### config.mk
export PLATFORM = sky130hd
export DESIGN_NAME = hazard_ctrl
export DESIGN_NICKNAME = d
export VERILOG_FILES = /design/src/rtl/pipe_pkg.sv /design/src/rtl/sat_counter.sv /design/src/rtl/hazard_ctrl.sv
export SDC_FILE = /design/constraint.sdc
export NUM_CORES = 1
export LEC_CHECK = 0
export ABC_CLOCK_PERIOD_IN_PS = 4800
export CAP_MARGIN = 20
export CORE_UTILIZATION = 40
export DETAILED_ROUTE_END_ITERATION = 16
export PLACE_DENSITY = 0.76
export RECOVER_POWER = 25
export SYNTH_ARGS = -nofsm -noshare
export SYNTH_HDL_FRONTEND = slang
export SYNTH_SLANG_ARGS = --single-unit
### constraint.sdc
create_clock -name clk -period 4.8 [get_ports clk]
set_clock_uncertainty 0.15 [all_clocks]
set_input_delay 1.44 -clock clk [delete_from_list [all_inputs] [get_ports clk]]
set_output_delay 1.44 -clock clk [all_outputs]
set_load 0.1 [all_outputs]
### src/rtl/pipe_pkg.sv
// Shared pipeline definitions: register-field width, forward-select codes,
// hazard FSM states and the register-match helper.
package pipe_pkg;

    localparam int REG_W = 5;
    localparam int PC_W  = 7;

    localparam logic [1:0] FWD_RF = 2'b00;
    localparam logic [1:0] FWD_W  = 2'b01;
    localparam logic [1:0] FWD_M  = 2'b10;

    typedef enum logic [0:0] {
        RUN     = 1'b0,
        MD_BUSY = 1'b1
    } md_state_e;

    // Register 0 is hard-wired, so it never counts as a dependency.
    function automatic logic reg_match(input logic [REG_W-1:0] a, input logic [REG_W-1:0] b);
        return (a != {REG_W{1'b0}}) && (a == b);
    endfunction

endpackage

### src/rtl/sat_counter.sv
// Saturating up-counter with synchronous clear, used for performance debug.
module sat_counter #(
    parameter int W = 16
) (
    input  logic         clk,
    input  logic         clr,
    input  logic         en,
    output logic [W-1:0] count
);

    logic [W-1:0] cnt_r;

    // Count up on enable, holding at all-ones.
    always_ff @(posedge clk) begin
        if (clr) begin
            cnt_r <= {W{1'b0}};
        end else if (en && (cnt_r != {W{1'b1}})) begin
            cnt_r <= cnt_r + {{(W-1){1'b0}}, 1'b1};
        end else begin
            cnt_r <= cnt_r;
        end
    end

    assign count = cnt_r;

endmodule

### src/rtl/hazard_ctrl.sv
// Hazard, forwarding and mul/div sequencing controller for the 5-stage pipeline.
module hazard_ctrl
    import pipe_pkg::*;
#(
    parameter int MD_LATENCY = 4,
    parameter int CNT_W      = 16
) (
    input  logic             clk,
    input  logic             rst,
    input  logic [REG_W-1:0] rsD,
    input  logic [REG_W-1:0] rtD,
    input  logic [REG_W-1:0] rsE,
    input  logic [REG_W-1:0] rtE,
    input  logic [REG_W-1:0] WriteRegE,
    input  logic [REG_W-1:0] WriteRegM,
    input  logic [REG_W-1:0] WriteRegW,
    input  logic             RegWriteE,
    input  logic             RegWriteM,
    input  logic             RegWriteW,
    input  logic             MemtoRegE,
    input  logic             MemtoRegM,
    input  logic             BranchD,
    input  logic [1:0]       PCSrcD,
    input  logic             md_startE,
    output logic             StallF,
    output logic             StallD,
    output logic             StallE,
    output logic             FlushE,
    output logic             FlushM,
    output logic             ForwardAD,
    output logic             ForwardBD,
    output logic [1:0]       ForwardAE,
    output logic [1:0]       ForwardBE,
    output logic             md_done,
    output logic [CNT_W-1:0] stall_cycles,
    output logic [CNT_W-1:0] redirect_count
);

    localparam int             MD_CNT_W = 4;
    localparam logic [MD_CNT_W-1:0] MD_LOAD = MD_CNT_W'(MD_LATENCY - 2);

    md_state_e           state_r, state_nxt_s;
    logic [MD_CNT_W-1:0] cnt_r, cnt_nxt_s;
    logic                mdstall_s, md_last_s;
    logic                lwstall_s, brstall_s;
    logic                redirect_s;

    // ALU operand forwarding, M has priority over W.
    always_comb begin
        ForwardAE = FWD_RF;
        ForwardBE = FWD_RF;
        if (RegWriteM && reg_match(WriteRegM, rsE)) begin
            ForwardAE = FWD_M;
        end else if (RegWriteW && reg_match(WriteRegW, rsE)) begin
            ForwardAE = FWD_W;
        end else begin
            ForwardAE = FWD_RF;
        end
        if (RegWriteM && reg_match(WriteRegM, rtE)) begin
            ForwardBE = FWD_M;
        end else if (RegWriteW && reg_match(WriteRegW, rtE)) begin
            ForwardBE = FWD_W;
        end else begin
            ForwardBE = FWD_RF;
        end
    end

    assign ForwardAD = RegWriteM && reg_match(WriteRegM, rsD);
    assign ForwardBD = RegWriteM && reg_match(WriteRegM, rtD);

    assign lwstall_s = MemtoRegE && RegWriteE &&
                       (reg_match(WriteRegE, rsD) || reg_match(WriteRegE, rtD));
    assign brstall_s = BranchD &&
                       ((RegWriteE && (reg_match(WriteRegE, rsD) || reg_match(WriteRegE, rtD))) ||
                        (MemtoRegM && (reg_match(WriteRegM, rsD) || reg_match(WriteRegM, rtD))));

    // Mul/div sequencer state register.
    always_ff @(posedge clk) begin
        if (rst) begin
            state_r <= RUN;
            cnt_r   <= {MD_CNT_W{1'b0}};
        end else begin
            state_r <= state_nxt_s;
            cnt_r   <= cnt_nxt_s;
        end
    end

    // Mul/div sequencer next state; the start cycle itself already stalls.
    always_comb begin
        state_nxt_s = state_r;
        cnt_nxt_s   = cnt_r;
        mdstall_s   = 1'b0;
        md_last_s   = 1'b0;
        case (state_r)
            RUN: begin
                if (md_startE) begin
                    mdstall_s   = 1'b1;
                    cnt_nxt_s   = MD_LOAD;
                    state_nxt_s = MD_BUSY;
                end else begin
                    state_nxt_s = RUN;
                end
            end
            MD_BUSY: begin
                if (cnt_r != {MD_CNT_W{1'b0}}) begin
                    mdstall_s = 1'b1;
                    cnt_nxt_s = cnt_r - {{(MD_CNT_W-1){1'b0}}, 1'b1};
                end else begin
                    md_last_s   = 1'b1;
                    state_nxt_s = RUN;
                end
            end
            default: begin
                state_nxt_s = RUN;
                cnt_nxt_s   = {MD_CNT_W{1'b0}};
            end
        endcase
    end

    // Pipeline stall/flush controls; reset forces a bubble into E.
    always_comb begin
        StallF  = 1'b0;
        StallD  = 1'b0;
        StallE  = 1'b0;
        FlushE  = 1'b0;
        FlushM  = 1'b0;
        md_done = 1'b0;
        if (rst) begin
            FlushE = 1'b1;
        end else begin
            StallF  = lwstall_s | brstall_s | mdstall_s;
            StallD  = lwstall_s | brstall_s | mdstall_s;
            StallE  = mdstall_s;
            FlushE  = (lwstall_s | brstall_s) & ~mdstall_s;
            FlushM  = mdstall_s;
            md_done = md_last_s;
        end
    end

    assign redirect_s = (PCSrcD != 2'b00) && !StallD && !rst;

    sat_counter #(.W(CNT_W)) u_stall_cnt (
        .clk   (clk),
        .clr   (rst),
        .en    (StallD),
        .count (stall_cycles)
    );

    sat_counter #(.W(CNT_W)) u_redirect_cnt (
        .clk   (clk),
        .clr   (rst),
        .en    (redirect_s),
        .count (redirect_count)
    );

endmodule

* Word level (Yosys, flattened, before mapping)
Index checks and enable logic that the tools add are counted.
Word-level totals: register bits after elaboration 37, logic and storage cells 74
Cells by class: add/subtract/negate cells 3, eq/ne operators 12, multiplexer cells 16, bitwise operators 5, reductions and logical operators 34
Operators with widths (count):
- == test 5 bit | 8
- adder 16 x 1 -> 16 bit, second input constant | 2
- inequality test 16 bit, second input constant | 2
- logical AND 1 bit | 23
- nonzero test 5 bit | 3
- two-way mux 1 bit | 10
- two-way mux 4 bit | 2
- one-hot mux 4 bit (2 select lines) | 1
- two-way mux 2 bit | 2
- nonzero test 4 bit | 1
- subtractor 4 x 1 -> 4 bit, second input constant | 1
- logical OR 1 bit | 3
- logical NOT 1 bit | 2
- inequality test 2 x 1 -> 1 bit, second input constant | 1
- inequality test 2 bit, second input constant | 1
- NOT 1 bit | 2
- bitwise OR 1 bit | 2
- one-hot mux 1 bit (2 select lines) | 1
- AND reduction 2 bit | 1
- nonzero test 2 bit | 1
- AND 1 bit | 1

* Depth between registers and ports, before layout
Gate-level depths: netlist (run 1).
word-level depth 13, mapped depth 10

* By module
Synthesis (run 1) repeated with hierarchy kept, for this count alone.
Second synthesis, totals: cell total of the unflattened synthesis 315, area, all modules 2571.2 um2
By module, submodules not included:
- sat_counter | instances 2, cells an instance 99, area each 848.3 um2, seq. area each 320.3 um2
- hazard_ctrl | instances 1, cells an instance 117, area each 874.6 um2, seq. area each 100.1 um2

* Worst setup path before layout (run 1)
Ideal clock, no wire load.
kind input -> output, start input port WriteRegM[3], end output port ForwardAE[0], arrival 6934 ps, required time 3210 ps, slack -3724 ps, cell stages on the path 6, buffers on the path 1, path through clkbuf_1 -> nor2_1 -> nand2_1 -> nand2_1 -> nor4_1 -> nor4_1
On the way: word-level cells in the longest chain between the ends 4, elaborated cells between the ends (all ways) 5, those cells by class eq/ne: 1; mux: 1; reduce/logical: 3
RTL lines:
- start, declared | line hazard_ctrl.sv:15 | input logic [REG_W-1:0] WriteRegM,
- == test 5 bit or nonzero test 5 bit (tied branches) | line pipe_pkg.sv:19 | return (a != {REG_W{1'b0}}) && (a == b);
- logical AND 1 bit * | line pipe_pkg.sv:19
- logical AND 1 bit * | line hazard_ctrl.sv:52 | if (RegWriteM && reg_match(WriteRegM, rsE)) begin
- two-way mux 2 bit * | line hazard_ctrl.sv:52
- end, declared | line hazard_ctrl.sv:32 | output logic [1:0] ForwardAE,
Every way passes the cells marked *; elsewhere a longest branch is shown, timed or not.

* Worst setup path after layout (run 1)
start input port rtE[4], end output port ForwardBE[0]
On the way: word-level cells in the longest chain between the ends 5, elaborated cells between the ends (all ways) 8, those cells by class eq/ne: 2; mux: 2; reduce/logical: 4
RTL lines:
- start, declared | line hazard_ctrl.sv:13 | input logic [REG_W-1:0] rtE,
- == test 5 bit | line pipe_pkg.sv:19
- logical AND 1 bit | line pipe_pkg.sv:19
- logical AND 1 bit | line hazard_ctrl.sv:61 | end else if (RegWriteW && reg_match(WriteRegW, rtE)) begin
- two-way mux 1 bit | line hazard_ctrl.sv:61
- two-way mux 2 bit * | line hazard_ctrl.sv:59 | if (RegWriteM && reg_match(WriteRegM, rtE)) begin
- end, declared | line hazard_ctrl.sv:33 | output logic [1:0] ForwardBE,
Marked as above.

==> results of run 1 <==
registers in the layout (all words and copies together) (netlist names):
| register | flops |
|---|---|
| u_stall_cnt.count | 16 |
| state_r | 1 |
| cnt_r | 4 |
| u_redirect_cnt.count | 16 |
through the flow:
stage          total power, mW  hold slack [ns]  utilization, %   TNS, ns  cell area, µm²
6_report                 0.844            0.356            66.3         0            3950
5_1_grt                  0.884            0.379            66.3  -0.00538            3950
2_1_floorplan            0.537            0.335               -    -0.756            2670
4_1_cts                  0.849            0.359            65.0         0            3870
3_3_place_gp             0.630            0.328            63.3    -0.155            3770
3_5_place_dp             0.636            0.348            63.3    -0.414            3770
worst min-delay path, cell delays in order (launching register included):
cell and delay (ns):
dfxtp_1 0.33, o311ai_0 0.08, nand2_1 0.05
kinds of logic (layout without fill, tap and decap cells):
group / Yosys count / count (layout) / synth area share (%)
AND/OR/NAND/NOR: 138 / 138 / 29.5
AO/OA/AOI/OAI: 47 / 47 / 13.7
XOR/XNOR: 41 / 41 / 14.4
flip-flops: 37 / 37 / 29.8
buffers and inverters: 26 / 132 / 4.98
multiplexers: 14 / 14 / 6.08
adder cells (fa/ha/maj): 3 / 3 / 1.51
worst max-delay path by stage:
stage	to	depth (start not counted)
2_1_floorplan	ForwardBE[0]	5
3_3_place_gp	ForwardAE[0]	6
3_5_place_dp	ForwardBE[0]	6
4_1_cts	StallF	8
5_1_grt	FlushE	8
6_report	ForwardBE[0]	5
layer usage:
metal / vias to the layer above / wire (µm)
met2: 98 / 3470
met4: 0 / 170
met1: 1204 / 2780
met5: - / 0
met3: 16 / 441
li1: 1320 / -
power groups by stage:
stage	Combinational [mW]	Sequential, mW	Clock (mW)
after global placement	0.297	0.334	0
after global routing	0.325	0.329	0.230
after floorplan	0.167	0.370	0
final	0.306	0.327	0.210
after CTS	0.305	0.327	0.217
after detailed placement	0.302	0.334	0
cell usage in the layout (no fill, tap or decap), types with 4 or more instances in the layout:
master,count
buf_4,28
o41ai_1,6
o31ai_1,4
xnor2_1,11
clkbuf_8,5
nor4_4,4
clkdlybuf4s50_1,49
nand4_1,9
a21oi_1,11
inv_1,6
nor3_1,11
dlygate4sd3_1,15
and3_1,6
o311ai_0,7
nor2b_1,9
buf_12,12
mux2i_1,5
dfxtp_1,37
dlymetal6s2s_1,12
nand3_1,16
xor2_1,27
o21ai_0,7
nand2_1,25
or3_1,5
nor2_1,24
mux2_2,9
or4_1,8
area by class of cell:
class / count / area share (%)
clock inverter: 2 / 0.253
inverter: 6 / 0.570
clock buffer: 6 / 1.84
multi-input combinational: 243 / 44.5
sequential: 37 / 18.8
timing repair buffer: 118 / 31.7
tap: 75 / 2.38
what timing repair did:
item,4_1_cts,5_1_grt
endpoints found under the setup margin,5,5
gates resized for setup,4,17
pin swaps,4,16
setup buffers,1,4
==> impl_metrics.tcl, run 1 <==
set metrics [dict create \
    ys_types 44 \
    min_to "u_stall_cnt.count[6]$_SDFFE_PP0P_" \
    gr-total-overflow 0 \
    dr.pass1.iters 4 \
    swShare_pct 36.3 \
    max_stage_delay_ns 0.53 \
    setup_viol 0 \
    drive_gt1_share_pct 19.7 \
    cp-startpoint "rtE[4]" \
    p_int_mw 0.538 \
    gr-usage-met1_pct 23.7 \
    outcome "completed" \
    slew_violations 0 \
    io_pins 90 \
    clock-sinks 37 \
    first_iter_violations 72 \
    grt.total_usage_pct 22.0 \
    cp_max_fo 2 \
    yosys.area.top_type "dfxtp_1" \
    tightestPinTransition_ns 0.987 \
    cp.required_ns 3.21 \
    relSlewSlack_pct 34.0 \
    start_util_pct 41.8 \
    r2r_end "u_redirect_cnt.count[10]$_SDFFE_PP0P_" \
    top_usage_layer "met2" \
    syn_area_per_cell_um2 8.13 \
    ys_ff_latch 37 \
    hold_viol_final 0 \
    synthCells 306 \
    numCtsBuffers 5 \
    cp_num_buf_inv 2 \
    p_seq_share_pct 38.8 \
    die_w_um 80.9 \
    syn-num-nets 355 \
    fin_crit_ns 4.75 \
    crit_chain "clkdlybuf4s50_1 -> xor2_1 -> or4_4 -> nor4_4 -> buf_12" \
    hpwl_um 5370 \
    synthArstFlopShare_pct 0 \
    synth_top_area_share_pct 29.8 \
    pre_cts_slack_ns -0.144 \
    cts_tree "yes" \
    combPwrFrac_pct 36.3 \
    hold_buffers 0 \
    io_buffers 89 \
    routed_via_density 5.42 \
    crit_slowest_cell "or4_4" \
    antenna_left 0 \
    antenna_found_initial 0 \
    synth_edf_count 0 \
    hold_path.class "register to register" \
    fillers 485 \
    synth_area_um2 2490 \
    r2r_slack_ns 2.26 \
    seq_area_um2 741 \
    fin_cells 487 \
    grt_pass1_vias 2630 \
    syn2layout_area_growth_pct 58.7 \
    crit_family "simple AND/OR/NAND/NOR gates" \
    p_per_area_nw_per_um2 214 \
    peakVddDrop_v 0.000168 \
    p_switching_mw 0.306 \
    htreeDepth 2 \
    die_area_um2 6540 \
    power_leakage_nw 1.60 \
    period_share_pct 99.0 \
    synth_commonest_cells "dfxtp_1 (37), nor2_1 (27), xor2_1 (27)" \
    crit-reg2reg-launch "cnt_r[0]$_SDFFE_PP0P_" \
    worst-r2r-cell-count 8 \
    start_kind "primary input" \
    layout.nets 460 \
    crit_arrival_ns 3.16 \
    dr_total_vias 2638 \
    worst_slack_ns 0.0502 \
    multi_input_area_um2 1760 \
    drv_cap 0 \
    ys_warn_count 0 \
    power_frac_clock_pct 24.9 \
    n_antenna_cell 0 \
    path_clk_slew_ns 0.07 \
    root_buffer "clkbuf_8" \
    min_from "u_stall_cnt.count[6]$_SDFFE_PP0P_" \
    grt_pass1_wl_um 11300 \
    yosysMostFrequentCell "dfxtp_1" \
    met2_usage_pct 40.3 \
    drc 0 \
    ys_seq_area_share_pct 29.8 \
    timing.fmax_ghz 0.211 \
    grt_max_degree 36 \
    die_h_um 80.9 \
    routabilityCongestion 0.797 \
    wl_per_cell_um 14.1 \
    cp-end-kind "output port" \
    hold_depth 2 \
    clk_path_buf_depth 2 \
    synthTopCellsByArea "dfxtp_1 (30%), xor2_1 (9.5%), xnor2_1 (4.9%), mux2_2 (4.1%), nor2_1 (4.1%)" \
    clock_latency_ns 0.29 \
    use_met3_pct 5.62 \
    core-area_um2 5960 \
    placementRows 28 \
    critPathKind "primary input to output port" \
    place_inst 474 \
    synthFlopType "dfxtp_1" \
    drt-total-wl_um 6860 \
]
(Power assumes the default switching activity.)
==> run 2: changes to the inputs <==
--- a/config.mk
+++ b/config.mk
@@ -9,8 +9,9 @@
 export CAP_MARGIN = 20
 export CORE_UTILIZATION = 40
 export DETAILED_ROUTE_END_ITERATION = 16
+export GPL_ROUTABILITY_DRIVEN = 0
 export PLACE_DENSITY = 0.76
-export RECOVER_POWER = 25
+export RECOVER_POWER = 100
 export SYNTH_ARGS = -nofsm -noshare
 export SYNTH_HDL_FRONTEND = slang
 export SYNTH_SLANG_ARGS = --single-unit
==> impl_metrics.tcl, run 2 (synthesis results as in run 1) <==
set metrics [dict create \
    min_from "u_stall_cnt.count[6]$_SDFFE_PP0P_" \
    min_to "u_stall_cnt.count[6]$_SDFFE_PP0P_" \
    dr_total_vias 2636 \
    drt-total-wl_um 6890 \
    r2r_slack_ns 1.48 \
    grt.total_usage_pct 22.0 \
    top_usage_layer "met2" \
    tightestPinTransition_ns 1.29 \
    core-area_um2 5960 \
    antenna_found_initial 0 \
    cp.required_ns 3.21 \
    cp-end-kind "output port" \
    hpwl_um 5370 \
    post-route-util_pct 65.2 \
    slew_violations 0 \
    timing.hold.ws_ns 0.356 \
    io_buffers 89 \
    drc 0 \
    n_antenna_cell 0 \
    io_pins 90 \
    start_util_pct 41.8 \
    grt_pass1_vias 2630 \
    timing.fmax_ghz 0.211 \
    design_area_um2 3880 \
    pre_cts_slack_ns -0.144 \
    final_common_cell "dfxtp_1" \
    hold_path.class "register to register" \
    crit-reg2reg-launch "cnt_r[0]$_SDFFE_PP0P_" \
    cts_tree "yes" \
    die_w_um 80.9 \
    setup_viol 0 \
    hold_viol_final 0 \
    htreeDepth 2 \
    multi_input_area_um2 1740 \
    routed_via_density 5.41 \
    place_area_um2 3770 \
    root_buffer "clkbuf_8" \
    syn2layout_area_growth_pct 56.0 \
    gr-usage-met1_pct 23.7 \
    worst-r2r-cell-count 9 \
    first_iter_violations 85 \
    final_cell_mix "dfxtp_1 (37), dlygate4sd3_1 (34), clkdlybuf4s50_1 (30)" \
    wl_per_cell_um 14.1 \
    period_share_pct 99.0 \
    die_h_um 80.9 \
    fillers 496 \
    numCtsBuffers 5 \
    antenna_left 0 \
    relSlewSlack_pct 13.8 \
    start_kind "primary input" \
    clock-sinks 37 \
    worst_slack_ns 0.0500 \
    fin_crit_ns 4.75 \
    hold_depth 2 \
    use_met3_pct 5.62 \
    power_leakage_nw 1.64 \
    outcome "completed" \
    placementRows 28 \
    clk_path_buf_depth 2 \
    die_area_um2 6540 \
    grt_pass1_wl_um 11300 \
    crit_arrival_ns 3.16 \
    critPathKind "primary input to output port" \
    drive_gt1_share_pct 18.7 \
    setup-tns-final_ns 0 \
    p_per_area_nw_per_um2 214 \
    peakVddDrop_v 0.000168 \
    path_clk_slew_ns 0.07 \
    drv_cap 0 \
    seq_area_um2 741 \
    clock_latency_ns 0.29 \
    dr.pass1.iters 4 \
    hold_buffers 0 \
    layout.nets 460 \
    gr-total-overflow 0 \
    cp_max_fo 2 \
    r2r_end "u_redirect_cnt.count[1]$_SDFFE_PP0P_" \
    met2_usage_pct 40.3 \
    grt_max_degree 36 \
]
-- run 2: how the worst max path moves through the flow --
stage	startpoint	to
after floorplan	WriteRegM[3]	ForwardBE[0]
after global placement	WriteRegW[4]	ForwardAE[0]
after detailed placement	WriteRegW[4]	ForwardBE[0]
after CTS	rsD[0]	StallF
after global routing	rsD[4]	FlushE
final	rtE[4]	ForwardBE[0]
-- run 2: layout make-up --
| type | instances | share of cell area [%] |
|---|---|---|
| Clock buffer | 6 | 1.87 |
| Clock inverter | 2 | 0.258 |
| Inverter | 6 | 0.580 |
| Multi-Input combinational cell | 243 | 44.9 |
| Sequential cell | 37 | 19.1 |
| Tap cell | 75 | 2.42 |
| Timing Repair Buffer | 118 | 30.9 |
-- run 2: power by group --
group	total [mW]	switching [mW]	internal, mW
Sequential	0.327	0.0111	0.316
Clock	0.209	0.109	0.101
Combinational	0.293	0.183	0.110
Total	0.829	0.302	0.527
-- run 2: timing repair --
action,in CTS,in global routing
setup buffers,1,4
endpoints found under the setup margin,5,5
pin swaps,4,16
gates resized for setup,4,17
-- run 2: routing by layer --
layer,vias to the layer above,share of wire [%]
met3,16,6.5
met2,99,51
met1,1200,40
met4,0,2.5
met5,-,0
li1,1321,-
-- run 2: through the flow --
stage                     total power [mW]  instances
after CTS                            0.849        483
final                                0.829        487
after floorplan                      0.537        306
after global placement               0.630        474
after detailed placement             0.636        474
after global routing                 0.870        487
-- run 2: worst max-delay path, cell delays in order --
cell and delay (ns):
clkdlybuf4s50_1 0.43, xor2_1 0.18, or4_4 0.53, nor4_4 0.36, buf_12 0.22
==> RTL edit 1: new RTL, config.mk and constraints of run 1 <==
Register the output `redirect_count`, without a reset; this adds one clock of latency there. The other outputs are not delayed to match.
--- a/src/rtl/hazard_ctrl.sv
+++ b/src/rtl/hazard_ctrl.sv
@@ -38,6 +38,8 @@
 
     localparam int             MD_CNT_W = 4;
     localparam logic [MD_CNT_W-1:0] MD_LOAD = MD_CNT_W'(MD_LATENCY - 2);
+
+    logic [CNT_W-1:0] redirect_count_d;
 
     md_state_e           state_r, state_nxt_s;
     logic [MD_CNT_W-1:0] cnt_r, cnt_nxt_s;
@@ -150,8 +152,12 @@
         .clk   (clk),
         .clr   (rst),
         .en    (redirect_s),
-        .count (redirect_count)
+        .count (redirect_count_d)
     );
+
+    always_ff @(posedge clk) begin
+        redirect_count <= redirect_count_d;
+    end
 
 endmodule
 
Function: changed (Yosys sat finds a counterexample within 4 cycles, from zero or initial values and one cycle with rst high).
==> RTL edit 1 against run 1 <==
- synthesized area rose by 9.8%
- via count grew 2.9%
- sequential cell count up 16
- clock power grew 14%
- final area increased by 5.0%
- global-route usage is 2.7 points lower
- power increased by 16%
- register-to-register slack worse by 0.38 ns
- wire length rose by 0.98%
- cell count grew 0.41%
- sequential power rose by 41%
- setup slack gained 0.017 ns
- critical path type unchanged
- largest cell class unchanged
- largest power group unchanged
- highest routed layer unchanged
==> RTL edit 1: results (changes against run 1) <==
metric,value,unit,change
gp_congestion,0.7691,,-3.5%
grt_usage,0.1924,,-0.02740
placed_area,0.003983,sq mm,+5.6%
post-place-ws,-0.09452,ns,+0.04924 ns
grt_max_degree,32,,-11%
wirelength,6924,um,+0.98%
ys_seq_area_frac,0.3885,,+0.09082
peakVddDrop,115.4,uV,-31%
grt_pass1_wl,11240,um,-0.18%
hold_start,u_redirect_cnt.count[4],,
drt_iter0_drc,120,,+67%
hold_depth,0,,-2
crit_fanout,3,,+1
dr.pass1.iters,6,,+2
status,"finished, final reports clean",,
synth_compound_area_frac,0.1576,,+0.02033
fillCellCount,541,,+12%
synth_commonest_cells,"53 x dfxtp_1, 31 x a21oi_1, 26 x xor2_1",,
hpwl,5261,um,-2.1%
synth_fp_nets,362,,+2.0%
synthMuxAreaShare,0.01512,,-0.04572
drt-vias-per-instance,5.550,,+2.5%
synth_xor_area_frac,0.1347,,-0.009617
power_leakage,1.542,nW,-3.4%
grt_pass1_vias,2506,,-4.7%
routedWlPerCell,14.16,um,+0.56%
placed_cells,479,,+1.1%
numCtsBuffers,5,,unchanged
drive_gt1_frac,0.1553,,-0.04126
synthAdderAreaFrac,0.01374,,-0.001340
synth_cell_types,43,,-2.3%
clk_pin_slew_worst_paths,0.09,ns,+0.02 ns
syn_inst,313,,+2.3%
setup.worst_path.start,WriteRegW[0],,
relSlewSlack,0.3448,,+0.004671
==> RTL edit 1: critical path, cell delays in order <==
cell and delay, ns:
clkdlybuf4s50_1 0.53, o21ai_1 0.12, or4_4 0.55, nor4_4 0.28, buf_12 0.21
==> RTL edit 1: layout make-up <==
class,count,area share
well taps,77,0.02322
clock inverters,3,0.004222
clock buffers,5,0.01659
repair buffers,111,0.2913
inverters,7,0.006333
flip-flops and latches,53,0.2557
multi-input cells,233,0.4026
==> RTL edit 1: where the power goes <==
part | internal [mW] | switching, mW
sequential | 0.448 | 0.0111
combinational | 0.112 | 0.163
clock | 0.101 | 0.139
==> RTL edit 1: repair_timing <==
action,in CTS,in global routing
gates resized for setup,1,25
pin swaps,3,13
endpoints found under the setup margin,5,5
setup buffers,0,2
==> RTL edit 1: path summary, 6_finish.rpt <==
| path | end | slack (ns) |
|---|---|---|
| max | ForwardBE[0] | 0.07 |
| min | redirect_count[4] | 0.24 |
| max reg2reg | u_redirect_cnt.count[5] | 1.88 |
| min reg2reg | redirect_count[4] | 0.24 |
==> RTL edit 1: kinds of logic after synthesis <==
kind of cell             after synthesis
flip-flops                            53
AO/OA/AOI/OAI                         70
buffers and inverters                 27
AND/OR/NAND/NOR                      114
multiplexers                           4
adder cells (fa/ha/maj)                3
XOR/XNOR                              42
==> RTL edit 1: routing by layer <==
metal	wire [um]	track usage
met1	2932	0.2349
met2	3577	0.3422
met3	279	0.03441
met4	135	0.06163
met5	0	0
==> RTL edit 1: metrics by stage <==
step / power (mW) / TNS [ns]
floorplan: 0.6519 / -0.5614
global placement: 0.7383 / -0.1523
detailed placement: 0.7428 / -0.3705
CTS: 0.9814 / 0
global route: 1.022 / -0.02184
finish: 0.9753 / 0
==> RTL edit 2: new RTL, settings of run 1 <==
Made on the original files. The parameter `CNT_W` goes from 16 to 18.
--- a/src/rtl/hazard_ctrl.sv
+++ b/src/rtl/hazard_ctrl.sv
@@ -3,7 +3,7 @@
     import pipe_pkg::*;
 #(
     parameter int MD_LATENCY = 4,
-    parameter int CNT_W      = 16
+    parameter int CNT_W      = 18
 ) (
     input  logic             clk,
     input  logic             rst,
Ports: changed (resized redirect_count and stall_cycles); port bits go from 90 to 94. The function was not compared with the original's and may differ.
==> RTL edit 2 against run 1 <==
- the flow now finishes with violations (DRC)
- final area increased by 3.0%
- wire length increased by 12%
- core utilization decreased by 3.0 points
- fmax decreased by 0.22%
- synthesized area increased by 7.6%
- global-route usage increased by 0.051 points
- via count increased by 10%
- setup slack got worse by 0.011 ns
- sequential cell count increased by 4
- hold slack got worse by 0.015 ns
- power increased by 2.4%
- critical endpoint unchanged
- cell count increased by 3.5%
- critical path type unchanged
==> RTL edit 2: results (changes against run 1) <==
metric,value,unit,change
antenna_found_initial,0,,unchanged
synth_xor_area_frac,0.1340,,-0.01024
power_leakage,1.496,nW,-6.3%
synthMuxAreaShare,0.007473,,-0.05336
synth_fp_nets,384,,+8.2%
cp_slowest_cell,or4_4,,
yosys-top-cells-area,"dfxtp_1 31%, xor2_1 8.2%, or4_1 7.3%",,
status,"complete, but fails checks",,
grt_pass1_vias,2795,,+6.3%
peakVddDrop,113.7,uV,-33%
tightest_slew,1.386,ns,+0.3995 ns
path_delay_family,simple AND/OR/NAND/NOR gates,,
synth_cell_types,40,,-9.1%
numCtsBuffers,5,,unchanged
root_buffer,clkbuf_8,,
grt_max_degree,39,,+8.3%
htree_levels,2,,unchanged
cts_setup_buffers,0,,-1
hpwl,5767,um,+7.4%
clk_pin_slew_worst_paths,0.08,ns,
gp_congestion,0.9410,,+18%
slowest_delay,0.55,ns,+0.02 ns
drt_iter0_drc,136,,+89%
vias,2908,,+10%
dr.pass1.iters,10,,+6
diodes,0,,unchanged
grt_usage,0.2203,,+0.0005064
post-place-ws,-0.09380,ns,+0.04995 ns
grt_pass1_wl,12630,um,+12%
hp-class,reg -> reg,,
synth_compound_area_frac,0.1999,,+0.06265
port-buffer-count,93,,+4.5%
clockBufferDepth,2,,unchanged
ys_async_sr_fraction,0,,unchanged
violations,DRC,,
fillCellCount,545,,+12%
crit_fanout,2,,unchanged
final_nets,475,,+3.3%
drcViolationCount,2,,+2
drive_gt1_frac,0.1311,,-0.06545
ys_seq_area_frac,0.3064,,+0.008762
wirelength,7687,um,+12%
synth-warning-count,0,,unchanged
cp_data_arrival_time,3.17,ns,about the same
clock_latency,0.30,ns,
synthAdderAreaFrac,0.01401,,-0.001071
dieArea,0.007028,sq mm,+7.5%
synth_commonest_cells,"41 x dfxtp_1, 30 x a21oi_1, 26 x or4_1",,
==> RTL edit 2: final timing paths <==
check | start | end | slack, ns | cells past startpoint
max | rtE[4] | ForwardBE[0] | 0.04 | 5
max reg2reg | cnt_r[0] | u_redirect_cnt.count[16] | 1.69 | 9
min | u_stall_cnt.count[15] | u_stall_cnt.count[15] | 0.34 | 2
min reg2reg | u_stall_cnt.count[15] | u_stall_cnt.count[15] | 0.34 | 2
==> RTL edit 2: cell type report <==
type / instances / area (sq um) / share of cell area
Inverter: 8 / 30.03 / 0.007382
Clock inverter: 3 / 17.52 / 0.004306
Multi-Input combinational cell: 260 / 1824 / 0.4485
Sequential cell: 41 / 820.8 / 0.2018
Timing Repair Buffer: 110 / 1210 / 0.2974
Tap cell: 77 / 96.34 / 0.02369
Clock buffer: 5 / 68.82 / 0.01692
==> RTL edit 2: layer usage <==
metal	track usage	vias up	routed length, um
met3	0.05440	20	335
li1	-	1440	-
met5	0	-	0
met4	0.06897	0	195
met2	0.3979	86	3970
met1	0.2538	1362	3186
==> RTL edit 2: worst register-to-register path: cells and delay by family (launching register included) <==
family,cells,cell delay (ns)
simple gates,5,1.09
buf+inv,2,1.08
fa+ha+maj,1,0.17
flops,1,0.33
compound gates,1,0.14
==> RTL edit 2: cells by family after synthesis <==
kind of cell | after synthesis
compound gates | 81
xor+xnor | 41
fa+ha+maj | 3
buf+inv | 34
flops | 41
mux | 2
simple gates | 133
==> RTL edit 2: what timing repair did <==
item                                    4_1_cts  5_1_grt
resized for setup                             0       26
cloned                                        0        0
endpoints found under the setup margin        4        6
pin swaps                                     3       12
hold buffers                                  0        0
==> RTL edit 2: metrics by stage <==
step | utilization | hold slack [ns] | std cells | setup TNS, ns | area (sq um)
after floorplan | - | 0.3350 | 335 | -0.6487 | 2829
after global placement | 0.6102 | 0.3291 | 496 | -0.1218 | 3919
after detailed placement | 0.6102 | 0.3335 | 496 | -0.2125 | 3919
after CTS | 0.6236 | 0.3472 | 504 | 0 | 4005
after global routing | 0.6334 | 0.3864 | 504 | -0.05646 | 4068
final | 0.6334 | 0.3404 | 504 | 0 | 4068
==> RTL edit 2: where the power goes <==
group	total (mW)	switching (mW)	internal, mW
clock	0.227	0.126	0.100
combinational	0.279	0.167	0.112
sequential	0.359	0.0109	0.348
